**src/rtl/gray_to_binary_serial_pkg.sv**
```systemverilog
// Shared definitions for the serial Gray-to-binary converter: FSM states and
// the default word width.
package gray_to_binary_serial_pkg;

    localparam int DEFAULT_W = 4;

    typedef enum logic [1:0] {
        IDLE = 2'd0,
        CONV = 2'd1,
        DONE = 2'd2
    } state_e;

endpackage

```
**src/rtl/gray_to_binary_serial_if.sv**
```systemverilog
// Handshake bundle between a word producer/consumer and the serial converter.
interface gray_to_binary_serial_if
    import gray_to_binary_serial_pkg::*;
#(
    parameter int W = DEFAULT_W
) ();

    logic         in_valid;
    logic         in_ready;
    logic [W-1:0] G;
    logic         out_valid;
    logic         out_ready;
    logic [W-1:0] B;
    logic         step_err;

    modport master (
        output in_valid,
        output G,
        output out_ready,
        input  in_ready,
        input  out_valid,
        input  B,
        input  step_err
    );

    modport slave (
        input  in_valid,
        input  G,
        input  out_ready,
        output in_ready,
        output out_valid,
        output B,
        output step_err
    );

endinterface

```
**src/rtl/gray_to_binary_serial_step_check.sv**
```systemverilog
// Combinational flag: the two words differ in more than one bit position.
module gray_step_check
    import gray_to_binary_serial_pkg::*;
#(
    parameter int W = DEFAULT_W
) (
    input  logic [W-1:0] a,
    input  logic [W-1:0] b,
    output logic         multi
);

    localparam int PW = $clog2(W + 1);

    logic [W-1:0]  diff_s;
    logic [PW-1:0] ones_s;

    // Population count of the differing bits.
    always_comb begin
        diff_s = a ^ b;
        ones_s = '0;
        for (int i = 0; i < W; i++) begin
            ones_s = ones_s + PW'(diff_s[i]);
        end
        multi = (ones_s > PW'(1));
    end

endmodule

```
**src/rtl/gray_to_binary_serial.sv**
```systemverilog
// Serial Gray-to-binary decoder: accepts one word, resolves one bit per cycle
// MSB first, then holds the result until the consumer takes it.
module gray_to_binary_serial
    import gray_to_binary_serial_pkg::*;
#(
    parameter int W = DEFAULT_W
) (
    input  logic                      clk,
    input  logic                      rst,
    gray_to_binary_serial_if.slave    bus
);

    localparam int CW = (W > 1) ? $clog2(W) : 1;
    localparam logic [CW-1:0] LAST = CW'(W - 1);

    state_e        state_q, state_d;
    logic [W-1:0]  g_q, g_d;
    logic [W-1:0]  b_q, b_d;
    logic [W-1:0]  prev_q, prev_d;
    logic          prev_vld_q, prev_vld_d;
    logic          err_q, err_d;
    logic [CW-1:0] cnt_q, cnt_d;
    logic          in_ready_q;
    logic          out_valid_q;

    logic          multi_s;
    logic [CW-1:0] idx_s;
    logic [W-1:0]  b_shift_s;

    gray_step_check #(.W(W)) u_step_check (
        .a     (bus.G),
        .b     (prev_q),
        .multi (multi_s)
    );

    // Unresolved bits are still 0, so the shifted result supplies a 0 above the MSB.
    assign b_shift_s = {1'b0, b_q[W-1:1]};
    assign idx_s     = LAST - cnt_q;

    // Next-state and datapath update for the IDLE/CONV/DONE sequence.
    always_comb begin
        state_d    = state_q;
        g_d        = g_q;
        b_d        = b_q;
        prev_d     = prev_q;
        prev_vld_d = prev_vld_q;
        err_d      = err_q;
        cnt_d      = cnt_q;
        case (state_q)
            IDLE: begin
                if (bus.in_valid) begin
                    state_d    = CONV;
                    g_d        = bus.G;
                    b_d        = '0;
                    cnt_d      = '0;
                    err_d      = prev_vld_q & multi_s;
                    prev_d     = bus.G;
                    prev_vld_d = 1'b1;
                end else begin
                    state_d = IDLE;
                end
            end
            CONV: begin
                b_d[idx_s] = b_shift_s[idx_s] ^ g_q[idx_s];
                cnt_d      = cnt_q + CW'(1);
                if (cnt_q == LAST) begin
                    state_d = DONE;
                end else begin
                    state_d = CONV;
                end
            end
            DONE: begin
                if (bus.out_ready) begin
                    state_d = IDLE;
                end else begin
                    state_d = DONE;
                end
            end
            default: begin
                state_d = IDLE;
            end
        endcase
    end

    // State and output registers; handshake flags follow the next state.
    always_ff @(posedge clk) begin
        if (rst) begin
            state_q     <= IDLE;
            g_q         <= '0;
            b_q         <= '0;
            prev_q      <= '0;
            prev_vld_q  <= 1'b0;
            err_q       <= 1'b0;
            cnt_q       <= '0;
            in_ready_q  <= 1'b1;
            out_valid_q <= 1'b0;
        end else begin
            state_q     <= state_d;
            g_q         <= g_d;
            b_q         <= b_d;
            prev_q      <= prev_d;
            prev_vld_q  <= prev_vld_d;
            err_q       <= err_d;
            cnt_q       <= cnt_d;
            in_ready_q  <= (state_d == IDLE);
            out_valid_q <= (state_d == DONE);
        end
    end

    assign bus.in_ready  = in_ready_q;
    assign bus.out_valid = out_valid_q;
    assign bus.B         = b_q;
    assign bus.step_err  = err_q;

endmodule

```
**src/flat_wrapper.sv**
```systemverilog
// flat-port wrapper written by rule: the top's interface ports become plain ports
module gray_to_binary_serial_flat import gray_to_binary_serial_pkg::*;
#(
    parameter int W = DEFAULT_W
)
  (clk, rst, bus_in_valid, bus_G, bus_out_ready, bus_in_ready, bus_out_valid, bus_B, bus_step_err);
  gray_to_binary_serial_if #(.W(W)) bus_i ();
  input  logic clk;
  input  logic rst;
  input wire logic [$bits(bus_i.in_valid)-1:0] bus_in_valid;
  input wire logic [$bits(bus_i.G)-1:0] bus_G;
  input wire logic [$bits(bus_i.out_ready)-1:0] bus_out_ready;
  output wire logic [$bits(bus_i.in_ready)-1:0] bus_in_ready;
  output wire logic [$bits(bus_i.out_valid)-1:0] bus_out_valid;
  output wire logic [$bits(bus_i.B)-1:0] bus_B;
  output wire logic [$bits(bus_i.step_err)-1:0] bus_step_err;
  assign bus_i.in_valid = bus_in_valid;
  assign bus_i.G = bus_G;
  assign bus_i.out_ready = bus_out_ready;
  assign bus_in_ready = bus_i.in_ready;
  assign bus_out_valid = bus_i.out_valid;
  assign bus_B = bus_i.B;
  assign bus_step_err = bus_i.step_err;
  gray_to_binary_serial #(.W(W)) u_core (.clk(clk), .rst(rst), .bus(bus_i));
endmodule
```
**config.mk**
```make
export PLATFORM = sky130hd
export DESIGN_NAME = gray_to_binary_serial_flat
export DESIGN_NICKNAME = d
export VERILOG_FILES = /design/src/rtl/gray_to_binary_serial_pkg.sv /design/src/rtl/gray_to_binary_serial_if.sv /design/src/rtl/gray_to_binary_serial_step_check.sv /design/src/rtl/gray_to_binary_serial.sv /design/src/flat_wrapper.sv
export SDC_FILE = /design/constraint.sdc
export NUM_CORES = 1
export LEC_CHECK = 0
export CORE_MARGIN = 1
export CORE_UTILIZATION = 53
export DETAILED_ROUTE_END_ITERATION = 10
export PLACE_DENSITY = 0.81
export SETUP_SLACK_MARGIN = 0.3
export SLEW_MARGIN = 20
export SYNTH_ARGS = -nofsm -noshare
export SYNTH_HDL_FRONTEND = slang
export SYNTH_SLANG_ARGS = --single-unit
```
**constraint.sdc**
```tcl
create_clock -name clk -period 3.6 [get_ports clk]
set_clock_uncertainty 0.05 [all_clocks]
set_input_delay 0.72 -clock clk [delete_from_list [all_inputs] [get_ports clk]]
set_output_delay 0.72 -clock clk [all_outputs]
set_load 0.005 [all_outputs]
```
==> results_dict.tcl <==
set metrics [dict create \
    regArea_um2 320.3 \
    clock_latency_ns 0.28 \
    grt_pass1_wl_um 2290 \
    status "finished, final reports clean" \
    grt_usage_pct 21.35 \
    ys_types 25 \
    path_cells "clkdlybuf4s50_1, xnor2_1, fa_1, o21ai_0, nand3_1, a21oi_1" \
    hold_buffers 0 \
    critPathCaptureType "flop" \
    slowest_stage "clkdlybuf4s50_1" \
    wl_per_cell_um 12.18 \
    drc 0 \
    vdd_ir_drop_max_mv 0.2864 \
    fin_setup_tns_ns 0 \
    final-max-slew-violation-count 0 \
    synthArstFlopShare_pct 0 \
    slew_headroom_pct 65.09 \
    routed_wl_um 1437 \
    antenna_cells 0 \
    drv_cap 0 \
    timing_hold_violations_final 0 \
    antenna_left 0 \
    setup_viol 0 \
    max_freq_mhz 490.7 \
    clkSinkCount 16 \
    path_clk_slew_ns 0.09 \
    grt_pass1_vias 541 \
    power_density_nw_per_um2 387.2 \
    syn_area_per_cell_um2 8.801 \
    drt_iter0_markers 21 \
    io_pins 15 \
    r2r_cells 4 \
    synth-main-ff-cell "dfxtp_1" \
    yosysSeqAreaShare_pct 40.89 \
    rsz0062_at_grt "false" \
    holdPathStages 2 \
    portBuffers 14 \
    cts_setup_buffers 0 \
    core_um2 1334 \
    areaGrowthSynthToFinish_pct 22.52 \
    nets 117 \
    die_y_um 40.44 \
    synth_edf_count 0 \
    row_count 13 \
    arrival_ns 2.20 \
    cts-htree-levels 1 \
    worst_path_largest_cell_delay_ns 0.44 \
    synth_warnings 0 \
    worstSetupPathType "input pin to flop" \
    tightest_slew_ns 0.5220 \
    fp.dieW_um 40.44 \
    grt_overflow_total 0 \
    vias 635 \
    synthCells 89 \
    p_leak_nw 0.3718 \
    post_cts_resized 0 \
    vias_per_cell 5.381 \
    grt_max_degree 16 \
    antenna_found_initial 0 \
    fin_crit_sh_pct 56.61 \
    start_util_pct 58.72 \
    place.gp.congestion 0.7678 \
    syn_area_um2 783.3 \
    post-route-min-period_ns 2.038 \
    cp_max_fo 2 \
    cp-start-kind "input pin" \
    syn_nets 102 \
    dp_hpwl_um 1103 \
    fillers 114 \
    dieArea_um2 1635 \
    numCtsBuffers 3 \
    hp-class "flop to flop" \
    yosys_register_bits 16 \
    cts_root_buf "clkbuf_4" \
    finalCoreUtilization_pct 71.95 \
    critPathRequiredTime_ns 3.76 \
    cts_tree "yes" \
    drive_gt1_share_pct 4.854 \
    multi_input_area_um2 436.7 \
    dr.pass1.iters 4 \
    clock_path_buffers 2 \
]
-- critical path: cells and delay by family --
family | cells | cell delay, ns
buffers and inverters | 1 | 0.44
adders and majority gates | 1 | 0.44
AOI/OAI and AO/OA | 2 | 0.29
xor gates and xnor gates | 1 | 0.22
and+or+nand+nor | 1 | 0.09
-- worst paths after layout --
| kind | startpoint | slack, ns | to |
|---|---|---|---|
| min reg2reg | u_core.bus.step_err | 0.41 | u_core.bus.step_err |
| min | u_core.bus.step_err | 0.41 | u_core.bus.step_err |
| max reg2reg | u_core.state_q[0] | 2.06 | u_core.bus.in_ready |
| max | bus_G[3] | 1.56 | u_core.bus.step_err |
-- power breakdown --
part           leakage [nW]  total (mW)  internal (mW)  switching, mW
sequential            0.131       0.195          0.186        0.00927
combinational         0.220      0.0609         0.0319         0.0290
clock                0.0210       0.116         0.0615         0.0543
-- through the flow --
stage | worst slack (ns) | power [mW] | instances | area, µm² | hold slack [ns]
2_1_floorplan | 1.814 | 0.2377 | 89 | 783.3 | 0.3899
3_3_place_gp | 1.313 | 0.2579 | 114 | 923.4 | 0.3933
3_5_place_dp | 1.269 | 0.2603 | 114 | 923.4 | 0.3981
4_1_cts | 1.561 | 0.3772 | 118 | 959.7 | 0.4110
5_1_grt | 1.459 | 0.3937 | 118 | 959.7 | 0.4367
6_report | 1.562 | 0.3716 | 118 | 959.7 | 0.4072
-- layer usage --
layer | share of wire [%] | global-route usage (%) | vias up
li1 | - | - | 332
met4 | 1.2 | 10.00 | 0
met5 | 0 | 0 | -
met2 | 47 | 35.71 | 8
met3 | 2.3 | 3.333 | 2
met1 | 49 | 26.33 | 293
-- synth_stat cells, drive strengths merged (2+ instances only) --
library cell | n | area (µm²)
dfxtp | 16 | 320.3
nand2 | 12 | 45.04
a21oi | 11 | 55.05
nor2 | 9 | 33.78
nand3 | 5 | 25.02
ha | 4 | 50.05
xnor2 | 4 | 35.03
clkbuf | 3 | 11.26
nor2b | 3 | 18.77
xor2 | 3 | 26.28
a311oi | 2 | 17.52
inv | 2 | 7.510
o21a | 2 | 15.01
o21ai | 2 | 10.01
-- cells by family (layout without fill, tap and decap cells) --
| family | count (synthesis) | in the layout | synth area share, % |
|---|---|---|---|
| buffers and inverters | 6 | 20 | 3.355 |
| AOI/OAI and AO/OA | 21 | 21 | 16.45 |
| DFF | 16 | 16 | 40.89 |
| and+or+nand+nor | 32 | 32 | 17.89 |
| xor gates and xnor gates | 7 | 7 | 7.828 |
| muxes | 2 | 2 | 4.633 |
| adders and majority gates | 5 | 5 | 8.946 |
-- layout make-up --
| type | instances | share of cell area (%) |
|---|---|---|
| clock buffer | 4 | 3.781 |
| timing repair buffer | 14 | 14.60 |
| inverter | 2 | 0.7823 |
| tap | 15 | 1.956 |
| sequential | 16 | 33.38 |
| multi-input combinational | 67 | 45.50 |
-- registers in the layout, indices dropped and copies added (netlist names) --
register and flops:
u_core.bus.B 4, u_core.bus.in_ready 1, u_core.bus.step_err 1, u_core.state_q 2, u_core.g_q 4, u_core.cnt_q 2, u_core.prev_vld_q 1, u_core.bus.out_valid 1
-- placed cells by master (no fill, tap or decap), drive strengths merged --
cell type / count
a211oi: 1
dfxtp: 16
clkdlybuf4s50: 14
ha: 4
mux4: 1
mux2i: 1
o22a: 1
o21ai: 2
o21bai: 1
a22oi: 1
a311oi: 2
nor3: 1
or2: 1
o21a: 2
xor2: 3
nor2: 9
nand3: 5
clkbuf: 4
inv: 2
nand2: 12
xnor2: 4
nand2b: 1
nor2b: 3
fa: 1
a21oi: 11
(Power assumes the default switching activity.)
